### config.mk
export PLATFORM = sky130hd
export DESIGN_NAME = btn_step_pulse
export DESIGN_NICKNAME = d
export VERILOG_FILES = /design/src/rtl/btn_pkg.sv /design/src/rtl/btn_step_pulse_sync_chain.sv /design/src/rtl/btn_step_pulse.sv
export SDC_FILE = /design/constraint.sdc
export NUM_CORES = 1
export LEC_CHECK = 0
export CORE_ASPECT_RATIO = 0.75
export CORE_UTILIZATION = 56
export DETAILED_ROUTE_END_ITERATION = 8
export PLACE_DENSITY = 0.84
export SYNTH_ARGS = -nofsm -noshare
export SYNTH_HDL_FRONTEND = slang
export SYNTH_SLANG_ARGS = --single-unit
### constraint.sdc
create_clock -name clk -period 3.45 [get_ports clk]
set_input_delay 0.69 -clock clk [delete_from_list [all_inputs] [get_ports clk]]
set_output_delay 0.69 -clock clk [all_outputs]
set_load 0.01 [all_outputs]
### src/rtl/btn_pkg.sv
// Shared types and width helpers for the push-button step-pulse conditioner.
package btn_pkg;

    typedef enum logic [1:0] {
        IDLE      = 2'b00,
        PRESS_CHK = 2'b01,
        PRESSED   = 2'b10,
        REL_CHK   = 2'b11
    } btn_state_t;

    // Counter width able to hold 0..n-1; never narrower than one bit.
    function automatic int cnt_width(input int n);
        return (n <= 2) ? 1 : $clog2(n);
    endfunction

    function automatic int max2(input int a, input int b);
        return (a > b) ? a : b;
    endfunction

endpackage

### src/rtl/btn_step_pulse_sync_chain.sv
// Generic 1-bit multi-flop synchronizer, reusable for any asynchronous board input.
module sync_chain #(
    parameter int STAGES = 2
) (
    input  logic clk,
    input  logic rst_n,
    input  logic d_i,
    output logic q_o
);

    logic [STAGES-1:0] sync_q;

    always_ff @(posedge clk or negedge rst_n) begin
        if (!rst_n) begin
            sync_q <= '0;
        end else begin
            sync_q <= {sync_q[STAGES-2:0], d_i};
        end
    end

    assign q_o = sync_q[STAGES-1];

endmodule

### src/rtl/btn_step_pulse.sv
// Push-button conditioner: synchronizer, debounce FSM and hold-to-repeat, producing
// one-cycle step strobes plus a debounced level and a wrapping pulse count.
//
// state     | meaning
// ----------+----------------------------------------------------------
// IDLE      | button released and stable
// PRESS_CHK | synchronized level high, waiting for it to stay stable
// PRESSED   | press accepted; auto-repeat timer runs if enabled
// REL_CHK   | synchronized level low, waiting for release to be stable
module btn_step_pulse
    import btn_pkg::*;
#(
    parameter int SYNC_STAGES     = 2,
    parameter int DEBOUNCE_CYCLES = 2000000,
    parameter int REPEAT_DELAY    = 100000000,
    parameter int REPEAT_PERIOD   = 20000000,
    parameter int CNT_W           = 16
) (
    input  logic             clk,
    input  logic             rst,
    input  logic             btn_in,
    input  logic             repeat_en,
    output logic             step_pulse,
    output logic             btn_level,
    output logic [CNT_W-1:0] press_count
);

    localparam int DW = cnt_width(DEBOUNCE_CYCLES);
    localparam int RW = cnt_width(max2(REPEAT_DELAY, REPEAT_PERIOD));

    localparam logic [DW-1:0] DB_LAST  = DW'(DEBOUNCE_CYCLES - 1);
    localparam logic [RW-1:0] DLY_LAST = RW'(REPEAT_DELAY - 1);
    localparam logic [RW-1:0] PER_LAST = RW'(REPEAT_PERIOD - 1);

    logic             s;
    btn_state_t       state_q, state_d;
    logic [DW-1:0]    dcnt_q, dcnt_d;
    logic [RW-1:0]    rcnt_q, rcnt_d;
    logic             rep_first_q, rep_first_d;
    logic             pulse_q, pulse_d;
    logic [CNT_W-1:0] count_q, count_d;

    sync_chain #(
        .STAGES (SYNC_STAGES)
    ) u_sync (
        .clk   (clk),
        .rst_n (rst),
        .d_i   (btn_in),
        .q_o   (s)
    );

    always_comb begin
        state_d     = state_q;
        dcnt_d      = dcnt_q;
        rcnt_d      = rcnt_q;
        rep_first_d = rep_first_q;
        pulse_d     = 1'b0;

        case (state_q)
            IDLE: begin
                if (s) begin
                    state_d = PRESS_CHK;
                    dcnt_d  = '0;
                end
            end
            PRESS_CHK: begin
                if (!s) begin
                    state_d = IDLE;
                end else if (dcnt_q == DB_LAST) begin
                    state_d     = PRESSED;
                    pulse_d     = 1'b1;
                    rcnt_d      = '0;
                    rep_first_d = 1'b0;
                end else begin
                    dcnt_d = dcnt_q + 1'b1;
                end
            end
            PRESSED: begin
                // A falling level beats a coinciding repeat expiry: rcnt stays frozen.
                if (!s) begin
                    state_d = REL_CHK;
                    dcnt_d  = '0;
                end else if (repeat_en) begin
                    if (rcnt_q == (rep_first_q ? PER_LAST : DLY_LAST)) begin
                        pulse_d     = 1'b1;
                        rcnt_d      = '0;
                        rep_first_d = 1'b1;
                    end else begin
                        rcnt_d = rcnt_q + 1'b1;
                    end
                end
            end
            REL_CHK: begin
                if (s) begin
                    state_d = PRESSED;
                end else if (dcnt_q == DB_LAST) begin
                    state_d     = IDLE;
                    rcnt_d      = '0;
                    rep_first_d = 1'b0;
                end else begin
                    dcnt_d = dcnt_q + 1'b1;
                end
            end
            default: begin
                state_d = IDLE;
            end
        endcase

        if (!repeat_en) begin
            rcnt_d      = '0;
            rep_first_d = 1'b0;
        end

        count_d = count_q + CNT_W'(pulse_d);
    end

    always_ff @(posedge clk or negedge rst) begin
        if (!rst) begin
            state_q     <= IDLE;
            dcnt_q      <= '0;
            rcnt_q      <= '0;
            rep_first_q <= 1'b0;
            pulse_q     <= 1'b0;
            count_q     <= '0;
        end else begin
            state_q     <= state_d;
            dcnt_q      <= dcnt_d;
            rcnt_q      <= rcnt_d;
            rep_first_q <= rep_first_d;
            pulse_q     <= pulse_d;
            count_q     <= count_d;
        end
    end

    assign step_pulse  = pulse_q;
    assign btn_level   = (state_q == PRESSED) || (state_q == REL_CHK);
    assign press_count = count_q;

endmodule
==> results summary, run 1 <==
The flow ran to the end, and the final reports show no timing, DRC or antenna violations. The global-route total usage across every layer is 0.276. Of the synthesized area, sequential elements account for 0.441.

Measured along the y axis, the die boundary spans 74.9 um. The overall overflow remaining after global route came out at 0. The quantity of I/O buffers inserted on ports came out at 21.

In this run, synthesis inferred 0 flip-flops with an integrated enable. The count of unresolved DRC violations after routing is 0. The reg-to-reg critical path startpoint is rcnt_q[15].

The number of gates given a new drive strength after cts is 0. The biggest fanout along the worst timing path is 8. The area of the core came out at 6830 um2. At the later pin of the worst-skew pair, clock insertion delay measures 0.36 ns. The complex-gate fraction of the synthesized area came out at 0.168. The number of failing hold endpoints at the final stage came out at 0.

The mean instance size in the synthesized netlist came out at 9.34 um2. Adding up every negative setup slack in the final design gives 0 ns. The path class of the tightest hold or removal check is reg -> reg. The portion of synthesized cell area occupied by the leading cell type came out at 0.441. The number of buffers inserted by hold repair at cts is 0.

The leading cell type by number of instances after synthesis is dfrtp_1. The critical path goes through or4_1 -> nor4_1 -> o2111ai_1 -> o22ai_1 -> and3_1 -> ha_1 -> ha_1 -> and3_1 -> nand4_1 -> xnor2_1. The startpoint identified for the worst hold timing path is u_sync.sync_q[0]. The synthesized cell area is 3970 um2.

The most used flip-flop cell after synthesis is dfrtp_1. Of the total synthesized cell area, the portion taken by AND, OR, NAND and NOR gates is 0.278. The destination of the worst hold path is u_sync.sync_q[1]. The overall via count from detail_route came out at 3549.

The slowest stage of the critical path is the or4_1 cell. The H-tree was split into 3 levels. The peak supply drop came out at 0.247 mV. Setup slack closes at 0.429 ns. The CTS tree is yes. The root buffer cell is clkbuf_8. In the final routed layout, each cell accounts on average for 17.9 um.

The effective utilization at floorplan is 0.581. Dividing total power by cell area gives a power density of 438 nW/um2. The worst path required time is 3.69 ns. The number of maximum-capacitance constraint violations is 0. The final critical-path share of the clock period came out at 0.876. The gate family responsible for the most delay along the worst path is simple AND/OR/NAND/NOR gates. The worst setup slack after placement came out at 0.478 ns.

The sort of element at the end of the critical path is a register. The CTS buffer count is 9. The endpoint arrival time on the critical path is 3.27 ns. The yosys synthesis warning count came out at 0.

The first-pass GRT wire length is 15.9 mm. The count of filler cells inserted in the layout is 560. The final weighted congestion in routability-driven placement is 0.909. Setup repair after global routing left no endpoint under its margin. The synthesized netlist net count came out at 437.

The number of global-route vias before repair was 3158. The capture instance of the worst register-to-register path is press_count[10]. At the pin with the least slew margin, the transition time is 1.03 ns. The count of nets left with antenna violations once routing finished came out at 0. The number of setup violations in the final report is 0.

The worst hold margin is 0.359 ns. Counting instances in the post-synthesis netlist gives the leading cell types as 70 x dfrtp_1, 37 x nand2_1, 32 x nand3_1, 25 x nor2_1, 22 x nand4_1. The maximum clock rate is 331 MHz.

The HPWL after detailed placement is 6.63 mm. The critical path's largest stage delay is 0.54 ns. The mean number of vias per cell is 6.61. Compared with the post-synthesis result, the final layout area differs by 13.0%.

Between clock sinks in the finished design, the worst skew comes to 0.0167 ns. The number of buffers on the longest clock path came out at 2. The cell taking the most area after synthesis is dfrtp_1. The fraction of the mapped netlist area in adder cells came out at 0.0252. The number of cells produced by synthesis came out at 425. The post-CTS setup-driven buffer insertion count came out at 0. The floorplan step set the die width to 99.2 um. The net count reported at finish is 460. The final wirelength is 9.59 mm. The post-layout minimum cycle time is 3.02 ns. STA classifies the critical path startpoint as a register. The number of cells on the worst hold path is 0.

After synthesis, the largest family of logic cells by area is simple AND/OR/NAND/NOR gates. The initial antenna violation count is 0. The minimum setup slack among reg-to-reg paths is 0.43 ns. Counting flops and latches in the post-synthesis netlist gives 70.

The synthesized-area fraction occupied by xor and xnor cells is 0.0507. The overall power after layout is 1.97 mW. In this run, the number of DRC markers left after iteration 0 of detailed routing was 267. The startpoint-to-endpoint class of the critical path is reg -> reg.

The first-pass iteration count of the detailed router came out at 5. Clock-pin slew was measured on the worst setup and hold paths at 0.08 ns. The number of buffer and inverter stages on the critical path came out at 0. The pin count of the biggest net entering global routing is 49. In this run the static leakage power is 1.79 nW. The cell depth of the worst flop-to-flop path is 10. The multiplexer share of the synthesized area is 0.00536. The share of async-settable or async-resettable flops after synthesis is 1.00. In the post-synthesis netlist, the biggest area contributors are dfrtp_1 44%, xnor2_1 4.4%, nand3_1 4.0%. The share of post-route cells with drive strength above 1 came out at 0.0861. The number of ports placed on the die boundary is 22. The die outline area came out at 7440 um2.

0 antenna diodes ended up in the layout. Clock tree synthesis found a total of 70 sinks. The number of slew-limit violations in the final report is 0. The number of distinct standard cells referenced by the synthesized netlist is 62. The number of standard-cell rows in the floorplan is 26. In this run the tightest slew margin relative to its limit is 0.311.

Once layout is complete, the utilization of the core stands at 0.657.
==> metal layers <==
layer,GRT usage,vias to the layer above,share of wire
met2,0.403,162,0.44
met1,0.400,1712,0.47
met5,0,-,0
met4,0.116,0,0.017
li1,-,1655,-
met3,0.0594,20,0.074
==> worst reg2reg max path: stages (launching register included) <==
cell       delay (ns)
dfrtp_1          0.46
or4_1            0.54
nor4_1           0.31
o2111ai_1        0.18
o22ai_1          0.19
and3_1           0.22
ha_1             0.24
ha_1             0.24
and3_1           0.25
nand4_1          0.13
xnor2_1          0.14
==> registers in the layout (all words and copies together), names as in the netlist, named ones only <==
name / flops
dcnt_q: 21
rcnt_q: 27
press_count: 16
state_q: 1
u_sync.sync_q: 2
rep_first_q: 1
step_pulse: 1
==> where the power goes <==
| part | leakage [nW] | internal [mW] | switching, mW |
|---|---|---|---|
| sequential | 0.968 | 0.847 | 0.0313 |
| clock | 0.103 | 0.357 | 0.326 |
| combinational | 0.718 | 0.138 | 0.266 |
==> final cells by class <==
class | instances | area [um2] | area share
repair buffers | 33 | 295 | 0.0658
well taps | 84 | 105 | 0.0234
clock inverters | 6 | 68.8 | 0.0153
clock buffers | 10 | 138 | 0.0307
inverters | 10 | 37.5 | 0.00836
multi-input cells | 324 | 2090 | 0.466
flip-flops and latches | 70 | 1750 | 0.390
==> per-stage QoR <==
step	std cells	instance area, um2
after floorplan	425	3970
after global placement	521	4280
after detailed placement	521	4280
after CTS	537	4490
after global routing	537	4490
final	537	4490
==> how the worst max path moves through the flow <==
stage	startpoint	endpoint	depth (start not counted)
5_1_grt	rcnt_q[15]	press_count[10]	10
3_5_place_dp	rcnt_q[15]	press_count[10]	10
3_3_place_gp	rcnt_q[15]	press_count[10]	10
4_1_cts	rcnt_q[15]	press_count[10]	10
6_report	rcnt_q[15]	press_count[10]	10
2_1_floorplan	rcnt_q[15]	press_count[10]	10
==> cells in the final DEF (no fill, tap or decap), types with 12 or more instances in the layout <==
master           instances
dfrtp_1                 70
nand2_1                 37
nand3_1                 32
nor2_1                  25
nand4_1                 22
a21oi_1                 21
xnor2_1                 20
clkdlybuf4s50_1         20
a31oi_1                 14
o21ai_1                 13
and3_1                  12
buf_4                   12
==> cell families after synthesis <==
family	count (synthesis)
flip-flops	70
AO/OA/AOI/OAI	98
AND/OR/NAND/NOR	193
multiplexers	2
XOR/XNOR	23
buffers and inverters	31
adder cells (fa/ha/maj)	8
Power figures use the tool's default switching activity.
==> run 2, diff against run 1 <==
--- a/config.mk
+++ b/config.mk
@@ -8,7 +8,8 @@
 export CORE_ASPECT_RATIO = 0.75
 export CORE_UTILIZATION = 56
 export DETAILED_ROUTE_END_ITERATION = 8
-export PLACE_DENSITY = 0.84
+export DONT_BUFFER_PORTS = 1
+export PLACE_DENSITY = 0.8
 export SYNTH_ARGS = -nofsm -noshare
 export SYNTH_HDL_FRONTEND = slang
 export SYNTH_SLANG_ARGS = --single-unit
==> run 2 against run 1 <==
Compared with the run above: worst hold slack got worse by 0.34 ns; highest routed layer unchanged; register-to-register slack better by 0.07 ns; non-clock buffer count fell by 21; via count shrank 1.4%; first-iteration DRC count is 19% higher; wire length is 3.4% lower.
==> results summary, run 2 (synthesis gave the netlist of run 1 again) <==
The number of slew-limit violations in the final report is 0 (unchanged). In this run the critical register-to-register path is captured at press_count[10]. The maximum clock rate is 339 MHz (+2.5%).

The final critical-path share of the clock period came out at 0.854 (-0.0216). The average wire per standard cell is 18.0 um (+0.57%). The overall power after layout came out at 1.95 mW (-0.84%). The relative slew slack was 0.516 (+0.206). The worst register-to-register path begins at rcnt_q[15]. The number of buffer and inverter stages on the critical path came to 0 (unchanged).

The global-route total usage across every layer came to 0.261 (-0.0149). The DRC violation total after the first TritonRoute iteration came out at 318 (+19%). The cell depth of the worst flop-to-flop path is 10 (unchanged).

The number of flip-flops under the largest register name came out at 27 (unchanged). The startpoint-to-endpoint class of the critical path is reg -> reg. The worst hold margin was 0.0210 ns (-0.338 ns).

The endpoint arrival time on the critical path is 3.19 ns (-0.08 ns). The root buffer cell is clkbuf_8. The final core area utilization came to 0.628 (-0.0291). The minimum setup slack among reg-to-reg paths came to 0.50 ns (+0.07 ns). The number of failing hold endpoints at the final stage came out at 0 (unchanged). The area added between synthesis and finish came out at 8.00%. The final wirelength came out at 9.27 mm (-3.4%). The die outline height is 74.9 um (unchanged).

The mean number of vias per cell is 6.78 (+2.6%). The clock latency of the later-clocked register in the worst-skew pair came to 0.35 ns (about the same). The deepest level of the CTS H-tree is 3 (unchanged). The final sum of negative setup slack came out at 0 ns (unchanged).

The number of ports placed on the die boundary was 22 (unchanged). The quantity of I/O buffers inserted on ports is 0 (-100%). The number of instances in the placed design is 497 (-4.6%). The flow ran to the end, and the final reports show no timing, DRC or antenna violations. The number of non-filler instances in the completed layout came out at 516 (-3.9%).

The share of post-route cells with drive strength above 1 is 0.0810 (-0.00507). The power density normalized to cell area came out at 454 nW/um2 (+3.8%). The die extent in x is 99.2 um (unchanged). Walking the worst path, the cells encountered are or4_1 -> nor4_1 -> o2111ai_1 -> o22ai_1 -> and3_1 -> ha_1 -> ha_1 -> and3_1 -> nand4_1 -> xnor2_1.

The critical path's slowest cell is or4_1. The number of maximum-capacitance constraint violations is 0 (unchanged). The placed instance area is 4050 um2 (-5.3%). The CTS tree is yes.

The worst setup slack after placement is 0.519 ns (+0.0407 ns). The overall overflow remaining after global route came out at 0 (unchanged). Leaving out fill and tap cells, the most frequent cells in the layout are 70 x dfrtp_1, 37 x nand2_1, 32 x nand3_1. The number of antenna repair diodes came out at 0 (unchanged). The actual transition at the worst max-transition pin came to 0.720 ns (-0.314 ns). The area of the core came out at 6830 um2 (unchanged). The type of the worst min-delay path is in -> async. The peak supply drop was 0.265 mV (+7.4%).

The first-pass GRT wire length is 15.0 mm (-5.1%). The clock transition at the registers of the reported paths is 0.08 ns (about the same). The effective utilization at floorplan was 0.581 (unchanged).

The critical path's largest stage delay is 0.55 ns (about the same). Setup repair after global routing left no endpoint under its margin. STA classifies the critical path startpoint as a register. The die outline area came out at 7440 um2 (unchanged). The CTS buffer count came out at 9 (unchanged).

The overall via count from detail_route is 3498 (-1.4%). The number of standard-cell rows in the floorplan came out at 26 (unchanged). The number of global-route vias before repair came out at 3094 (-2.0%).

The cell area after layout was 4290 um2 (-4.4%). The number of setup violations in the final report is 0 (unchanged). The first-pass iteration count of the detailed router came out at 6 (+1).

The worst path required time is 3.69 ns (about the same). The count of unresolved DRC violations after routing came to 0 (unchanged). The pin count of the biggest net entering global routing is 71 (+45%). The net count reported at finish came out at 439 (-4.6%).

The biggest fanout along the worst timing path came to 8 (unchanged). The final weighted congestion in routability-driven placement was 0.877 (-3.6%). The largest clock skew in the final design came out at 0.0164 ns (-0.000267 ns). The sort of element at the end of the critical path is a register. The most frequent standard cell in the layout excluding fill and tap cells is dfrtp_1. The number of sinks on the clock net is 70 (unchanged).

The number of buffers on the longest clock path is 2 (unchanged). rcnt_q holds more flip-flops than any other register. The initial antenna violation count is 0 (unchanged). The gate family responsible for the most delay along the worst path is simple AND/OR/NAND/NOR gates. The leakage dissipation is 1.71 nW (-4.3%). The number of antenna-violating nets in the routed design is 0 (unchanged). The slack of the critical path came to 0.503 ns (+0.0747 ns). The HPWL after detailed placement is 6.00 mm (-9.5%). The post-layout minimum cycle time came out at 2.95 ns (-0.0747 ns).
## run 2: cell types whose count changed in the layout (fill, tap and decap cells not counted), sizes merged
cell / previous run / this run
clkinv: 3 / 1
inv: 11 / 12
dlygate4sd3: 0 / 3
clkinvlp: 1 / 2
clkdlybuf4s50: 20 / 0
buf: 13 / 9
## run 2: timing repair
item | in CTS | in global routing
buffers inserted | 0 | 0
hold endpoints to repair | 0 | 7
gates resized for setup | 0 | 0
hold buffers | 0 | 3
## run 2: routing by layer
metal / share of wire / up-vias / global-route usage
li1: - / 1623 / -
met1: 0.45 / 1697 / 0.355
met2: 0.45 / 161 / 0.418
met3: 0.083 / 17 / 0.0678
met4: 0.011 / 0 / 0.0735
met5: 0 / - / 0
## run 2: how the worst max path moves through the flow
stage               start              end  cells after the start
6_report       rcnt_q[15]  press_count[10]                     10
5_1_grt        rcnt_q[15]   press_count[8]                     10
4_1_cts        rcnt_q[15]   press_count[8]                     10
3_5_place_dp   rcnt_q[15]  press_count[10]                     10
3_3_place_gp   rcnt_q[15]  press_count[10]                     10
2_1_floorplan  rcnt_q[15]  press_count[10]                     10
## run 2: where the power goes
part	switching, mW	internal (mW)
combinational	0.255	0.128
sequential	0.0307	0.847
clock	0.330	0.357
## run 2: area by class of cell
class | count | area [um2]
Inverter | 10 | 37.5
Clock buffer | 10 | 138
Multi-Input combinational cell | 324 | 2090
Tap cell | 84 | 105
Clock inverter | 6 | 67.6
Sequential cell | 70 | 1750
Timing Repair Buffer | 12 | 97.6
Fill cell | 561 | 2540
==> run 3, diff against run 2 <==
--- a/config.mk
+++ b/config.mk
@@ -10,6 +10,8 @@
 export DETAILED_ROUTE_END_ITERATION = 8
 export DONT_BUFFER_PORTS = 1
 export PLACE_DENSITY = 0.8
+export SKIP_CTS_REPAIR_TIMING = 1
+export SKIP_LAST_GASP = 1
 export SYNTH_ARGS = -nofsm -noshare
 export SYNTH_HDL_FRONTEND = slang
 export SYNTH_SLANG_ARGS = --single-unit
==> results of run 3 <==
Same layout as run 2: the final DEF is identical, and so are final timing and power.
